==> config.mk <==
export PLATFORM = sky130hd
export DESIGN_NAME = multicycle_control_fsm
export DESIGN_NICKNAME = d
export VERILOG_FILES = /design/src/rtl/ctrl_pkg.sv /design/src/rtl/ctrl_imm_sel.sv /design/src/rtl/multicycle_control_fsm.sv
export SDC_FILE = /design/constraint.sdc
export NUM_CORES = 1
export LEC_CHECK = 0
export ABC_AREA = 0
export BUFFER_PORTS_ARGS = -buffer_cell sky130_fd_sc_hd__buf_4
export CAP_MARGIN = 10
export CORE_MARGIN = 2
export CORE_UTILIZATION = 35
export CTS_BUF_LIST = sky130_fd_sc_hd__clkbuf_4 sky130_fd_sc_hd__clkbuf_8
export DETAILED_ROUTE_END_ITERATION = 10
export SLEW_MARGIN = 20
export SYNTH_ARGS = -nofsm -noshare
export SYNTH_HDL_FRONTEND = slang
export SYNTH_SLANG_ARGS = --single-unit
==> constraint.sdc <==
create_clock -name clk -period 3.4 [get_ports clk]
set_input_delay 0 -clock clk [delete_from_list [all_inputs] [get_ports clk]]
set_output_delay 0 -clock clk [all_outputs]
set_load 0.01 [all_outputs]
==> src/rtl/ctrl_pkg.sv <==
// Shared types and encodings for the multicycle RV32I main control FSM.
package ctrl_pkg;

    localparam int unsigned STATE_BITS = 4;

    typedef enum logic [STATE_BITS-1:0] {
        FETCH     = 4'd0,
        DECODE    = 4'd1,
        MEM_ADR   = 4'd2,
        MEM_READ  = 4'd3,
        MEM_WB    = 4'd4,
        MEM_WRITE = 4'd5,
        EXEC_R    = 4'd6,
        EXEC_I    = 4'd7,
        EXEC_LUI  = 4'd8,
        ALU_WB    = 4'd9,
        BEQ       = 4'd10,
        JAL       = 4'd11,
        TRAP      = 4'd12
    } state_t;

    localparam logic [6:0] OP_LW  = 7'b0000011;
    localparam logic [6:0] OP_SW  = 7'b0100011;
    localparam logic [6:0] OP_R   = 7'b0110011;
    localparam logic [6:0] OP_I   = 7'b0010011;
    localparam logic [6:0] OP_LUI = 7'b0110111;
    localparam logic [6:0] OP_BEQ = 7'b1100011;
    localparam logic [6:0] OP_JAL = 7'b1101111;

    localparam logic [1:0] RES_ALUOUT    = 2'b00;
    localparam logic [1:0] RES_DATA      = 2'b01;
    localparam logic [1:0] RES_ALURESULT = 2'b10;

    localparam logic [1:0] SRCA_PC    = 2'b00;
    localparam logic [1:0] SRCA_OLDPC = 2'b01;
    localparam logic [1:0] SRCA_RD1   = 2'b10;

    localparam logic [1:0] SRCB_RD2  = 2'b00;
    localparam logic [1:0] SRCB_IMM  = 2'b01;
    localparam logic [1:0] SRCB_FOUR = 2'b10;

    localparam logic [2:0] IMM_I = 3'b000;
    localparam logic [2:0] IMM_S = 3'b001;
    localparam logic [2:0] IMM_B = 3'b010;
    localparam logic [2:0] IMM_J = 3'b011;
    localparam logic [2:0] IMM_U = 3'b100;

    localparam logic [1:0] ALU_ADD   = 2'b00;
    localparam logic [1:0] ALU_SUB   = 2'b01;
    localparam logic [1:0] ALU_FUNCT = 2'b10;
    localparam logic [1:0] ALU_PASS  = 2'b11;

    // Opcode dispatch out of DECODE; anything unsupported traps.
    function automatic state_t decode_next(input logic [6:0] op);
        case (op)
            OP_LW, OP_SW: return MEM_ADR;
            OP_R:         return EXEC_R;
            OP_I:         return EXEC_I;
            OP_LUI:       return EXEC_LUI;
            OP_BEQ:       return BEQ;
            OP_JAL:       return JAL;
            default:      return TRAP;
        endcase
    endfunction

endpackage

==> src/rtl/ctrl_imm_sel.sv <==
// Immediate-format select for the control FSM, from current state and opcode.
module ctrl_imm_sel
    import ctrl_pkg::*;
(
    input  state_t      state,
    input  logic [6:0]  op,
    output logic [2:0]  imm_src
);

    always_comb begin
        imm_src = IMM_I;
        case (state)
            DECODE:   imm_src = (op == OP_JAL) ? IMM_J : IMM_B;
            MEM_ADR:  imm_src = (op == OP_SW) ? IMM_S : IMM_I;
            EXEC_I:   imm_src = IMM_I;
            EXEC_LUI: imm_src = IMM_U;
            default:  imm_src = IMM_I;
        endcase
    end

endmodule

==> src/rtl/multicycle_control_fsm.sv <==
// Main control FSM of the multicycle RV32I core: sequences each instruction
// and drives datapath selects and write strobes.
module multicycle_control_fsm
    import ctrl_pkg::*;
#(
    parameter int unsigned MEM_WAIT_EN = 1,
    parameter int unsigned STATE_W     = 4
) (
    input  logic               clk,
    input  logic               rst_n,
    input  logic [6:0]         op,
    input  logic               zero,
    input  logic               mem_ready,
    output logic               pc_write,
    output logic               adr_src,
    output logic               mem_write,
    output logic               ir_write,
    output logic               reg_write,
    output logic [1:0]         result_src,
    output logic [1:0]         alu_src_a,
    output logic [1:0]         alu_src_b,
    output logic [2:0]         imm_src,
    output logic [1:0]         alu_op,
    output logic               illegal_op,
    output logic [STATE_W-1:0] state_dbg
);

    state_t state, state_next;
    logic   ready;
    logic   pc_update, branch;
    logic   mem_write_s, ir_write_s, reg_write_s, illegal_s;

    assign ready = (MEM_WAIT_EN != 0) ? mem_ready : 1'b1;

    always_ff @(posedge clk or negedge rst_n) begin
        if (!rst_n) state <= FETCH;
        else        state <= state_next;
    end

    always_comb begin
        state_next  = FETCH;
        adr_src     = 1'b0;
        result_src  = RES_ALUOUT;
        alu_src_a   = SRCA_PC;
        alu_src_b   = SRCB_RD2;
        alu_op      = ALU_ADD;
        pc_update   = 1'b0;
        branch      = 1'b0;
        mem_write_s = 1'b0;
        ir_write_s  = 1'b0;
        reg_write_s = 1'b0;
        illegal_s   = 1'b0;
        case (state)
            FETCH: begin
                result_src = RES_ALURESULT;
                alu_src_b  = SRCB_FOUR;
                if (ready) begin
                    ir_write_s = 1'b1;
                    pc_update  = 1'b1;
                    state_next = DECODE;
                end else begin
                    state_next = FETCH;
                end
            end
            DECODE: begin
                alu_src_a  = SRCA_OLDPC;
                alu_src_b  = SRCB_IMM;
                state_next = decode_next(op);
            end
            MEM_ADR: begin
                alu_src_a  = SRCA_RD1;
                alu_src_b  = SRCB_IMM;
                state_next = (op == OP_SW) ? MEM_WRITE : MEM_READ;
            end
            MEM_READ: begin
                adr_src    = 1'b1;
                state_next = ready ? MEM_WB : MEM_READ;
            end
            MEM_WB: begin
                result_src  = RES_DATA;
                reg_write_s = 1'b1;
                state_next  = FETCH;
            end
            MEM_WRITE: begin
                adr_src     = 1'b1;
                mem_write_s = 1'b1;
                state_next  = ready ? FETCH : MEM_WRITE;
            end
            EXEC_R: begin
                alu_src_a  = SRCA_RD1;
                alu_op     = ALU_FUNCT;
                state_next = ALU_WB;
            end
            EXEC_I: begin
                alu_src_a  = SRCA_RD1;
                alu_src_b  = SRCB_IMM;
                alu_op     = ALU_FUNCT;
                state_next = ALU_WB;
            end
            EXEC_LUI: begin
                alu_src_b  = SRCB_IMM;
                alu_op     = ALU_PASS;
                state_next = ALU_WB;
            end
            ALU_WB: begin
                reg_write_s = 1'b1;
                state_next  = FETCH;
            end
            BEQ: begin
                alu_src_a  = SRCA_RD1;
                alu_op     = ALU_SUB;
                branch     = 1'b1;
                state_next = FETCH;
            end
            JAL: begin
                alu_src_a  = SRCA_OLDPC;
                alu_src_b  = SRCB_FOUR;
                pc_update  = 1'b1;
                state_next = ALU_WB;
            end
            TRAP: begin
                illegal_s  = 1'b1;
                state_next = TRAP;
            end
            default: state_next = FETCH;
        endcase
    end

    ctrl_imm_sel u_imm_sel (
        .state   (state),
        .op      (op),
        .imm_src (imm_src)
    );

    // Strobes are masked by rst_n so nothing leaks out in the reset cycle itself.
    assign pc_write   = rst_n & (pc_update | (branch & zero));
    assign mem_write  = rst_n & mem_write_s;
    assign ir_write   = rst_n & ir_write_s;
    assign reg_write  = rst_n & reg_write_s;
    assign illegal_op = rst_n & illegal_s;
    assign state_dbg  = STATE_W'(state);

endmodule

==> impl_metrics.toml <==
[status]
status = "completed"

[synthesis]
synth_cell_types = 38
seq_area_frac_synth_pct = 15.6
syn_inst = 94
synthesis.area_um2 = 641
synth.net_count = 105
synthArstFlopShare_pct = 100
ys.flop_type = "dfrtp_1"
synth_edf_count = 0
ys_seq_elements = 4
avgSynthCellArea_um2 = 6.82
ys_warn_count = 0

[placement]
hpwl_um = 1310
port_buffers = 31
place_area_um2 = 865
routabilityCongestion = 0.751

[worst_setup_path]
r2r_slack_ns = 1.78
critPathSlowestCell = "dfrtp_1"
rr_startpoint = "state_dbg[1]$_DFF_PN0_"
setup.worst_path.start_class = "flip-flop"
critPathTopFamily = "simple AND/OR/NAND/NOR gates"
crit_type = "flip-flop to output pin"
end_kind = "output pin"
crit_start = "state_dbg[0]$_DFF_PN0_"
crit_buf_inv = 1
worstPathMaxFanout = 17
cpPeakStageDelay_ns = 0.55
rr_worst_depth = 4
rr_endpoint = "state_dbg[0]$_DFF_PN0_"
crit_arrival_ns = 1.81
required_ns = 3.40
crit_chain = "or3_4 -> nor4_4 -> a21oi_1 -> nor3_2 -> buf_4"

[timing]
max_freq_mhz = 553
tightestPinTransition_ns = 0.708
drv_slew = 0
hold_viol = 0
min_period_ns = 1.81
finalSetupViolations = 0
finalCritPeriodShare_pct = 53.1
fin_setup_tns_ns = 0
skew_ns = 0.00463
rsz0062_at_grt = "false"
slew_headroom_pct = 52.8

[drt]
wl_per_cell_um = 12.2
drt-total-wl_um = 1780
vias_per_cell = 5.14
antenna_left = 0
drt_pass1_iterations = 4
drt_iter0_drc = 8
drc = 0
num_vias = 750

[cts]
cts_tree = "yes"
postCtsSetupBuffers = 0
cts_buffers = 3
root_buffer = "clkbuf_4"
cts.htree.levels = 1
path_clk_slew_ns = 0.04
clk_path_buf_depth = 2
clk_latency_ns = 0.23
cts_sinks = 4

[finish]
largest_reg_flops = 4
stdcell_area_um2 = 897
synthToLayoutAreaGrowth_pct = 40.0
antenna_cells = 0
drive_gt1_share_pct = 31.4
nFillCells = 196
fin_nets = 134

[global_route]
gr-total-overflow = 0
grt_pass1_vias = 612
grt_util_all_layers_pct = 17.0
grt_start_max_net_pins = 25
antenna_found_initial = 0
grt_pass1_wl_um = 2710

[floorplanning]
initial_core_util_pct = 37.1
die_x_um = 46.8
rows = 15
fp.coreArea_mm2 = 0.00173
die_area_mm2 = 0.00219
die_h_um = 46.8
ios = 32

[worst_hold_path]
hold_class = "input pin to asynchronous set/reset pin"

[power_and_ir_drop]
p_leak_uw = 0.000422
peakVddDrop_v = 0.000324
powerDensity_mw_per_mm2 = 672

[job]
max_cap_violations = 0
[logic make-up after synthesis]
kind of cell | synth area share [%]
compound gates | 22.5
xor+xnor | 5.47
buf+inv | 8.01
flops | 15.6
mux | 1.56
simple gates | 46.9
[where the power goes]
part           total (µW)  switching, µW  internal (µW)
Sequential            151           87.3           63.8
Combinational         394            189            205
Clock                57.5           18.2           39.4
Total                 603            294            308
[layout make-up]
class / instances / area (µm²) / share of cell area [%]
inverters: 3 / 11.3 / 1.26
flip-flops and latches: 4 / 100 / 11.2
repair buffers: 32 / 243 / 27.1
multi-input cells: 79 / 489 / 54.5
well taps: 25 / 31.3 / 3.49
clock buffers: 3 / 22.5 / 2.51
[layer usage]
metal | share of wire, % | global-route usage (%) | vias to the layer above
li1 | - | - | 391
met1 | 46 | 22.1 | 332
met2 | 49 | 28.5 | 27
met3 | 5.3 | 3.46 | 0
met4 | 0 | 5.00 | 0
met5 | 0 | 0 | -
[cell usage after synthesis (2+ instances only)]
| library cell | instances | area, µm² |
|---|---|---|
| dfrtp_1 | 4 | 100 |
| o211ai_1 | 2 | 15.0 |
| o22ai_1 | 4 | 25.0 |
| nand3_1 | 4 | 20.0 |
| nand2_1 | 9 | 33.8 |
| nor2b_1 | 4 | 25.0 |
| nor2_1 | 10 | 37.5 |
| nand2b_1 | 5 | 31.3 |
| a21oi_1 | 4 | 20.0 |
| buf_2 | 8 | 40.0 |
| xor2_1 | 3 | 26.3 |
| inv_1 | 3 | 11.3 |
| o21ai_0 | 2 | 10.0 |
| nor3_1 | 7 | 35.0 |
| and3_1 | 2 | 12.5 |
[timing repair]
| action | in CTS | in global routing |
|---|---|---|
| hold buffers | 1 | 0 |
| hold endpoints to repair | 4 | 0 |
| gates resized for setup | 0 | 0 |
[layout by cell type, fill, tap and decap left out, types with 2 or more instances in the layout]
cell type  instances
nor3_1             7
xor2_1             3
clkbuf_4           3
nand2_1            9
nand2b_1           5
inv_1              3
and3_1             2
o22ai_1            4
nand3_1            4
o21ai_0            2
a21oi_1            4
o211ai_1           2
nor2_1            10
buf_4             31
nor2b_1            4
dfrtp_1            4
[stage by stage]
step / total power, µW / utilization, % / hold WS (ns) / setup WS, ns / std cells
after floorplan: 383 / - / -0.296 / 2.04 / 94
after global placement: 545 / 50.1 / -0.195 / 1.78 / 142
after detailed placement: 546 / 50.1 / -0.196 / 1.79 / 142
after CTS: 608 / 52.0 / 0.102 / 1.58 / 146
after global routing: 660 / 52.0 / 0.117 / 1.42 / 146
final: 603 / 52.0 / 0.108 / 1.59 / 146
[worst max-delay path by stage]
stage                        endpoint  depth (start not counted)  slack [ns]
2_1_floorplan  state_dbg[1]$_DFF_PN0_                          4        2.04
3_3_place_gp   state_dbg[1]$_DFF_PN0_                          4        1.78
3_5_place_dp   state_dbg[0]$_DFF_PN0_                          4        1.79
4_1_cts                    imm_src[0]                          5        1.58
5_1_grt                    imm_src[0]                          5        1.42
6_report                   imm_src[0]                          5        1.59
No activity file was read; power rests on OpenSTA's default activity.
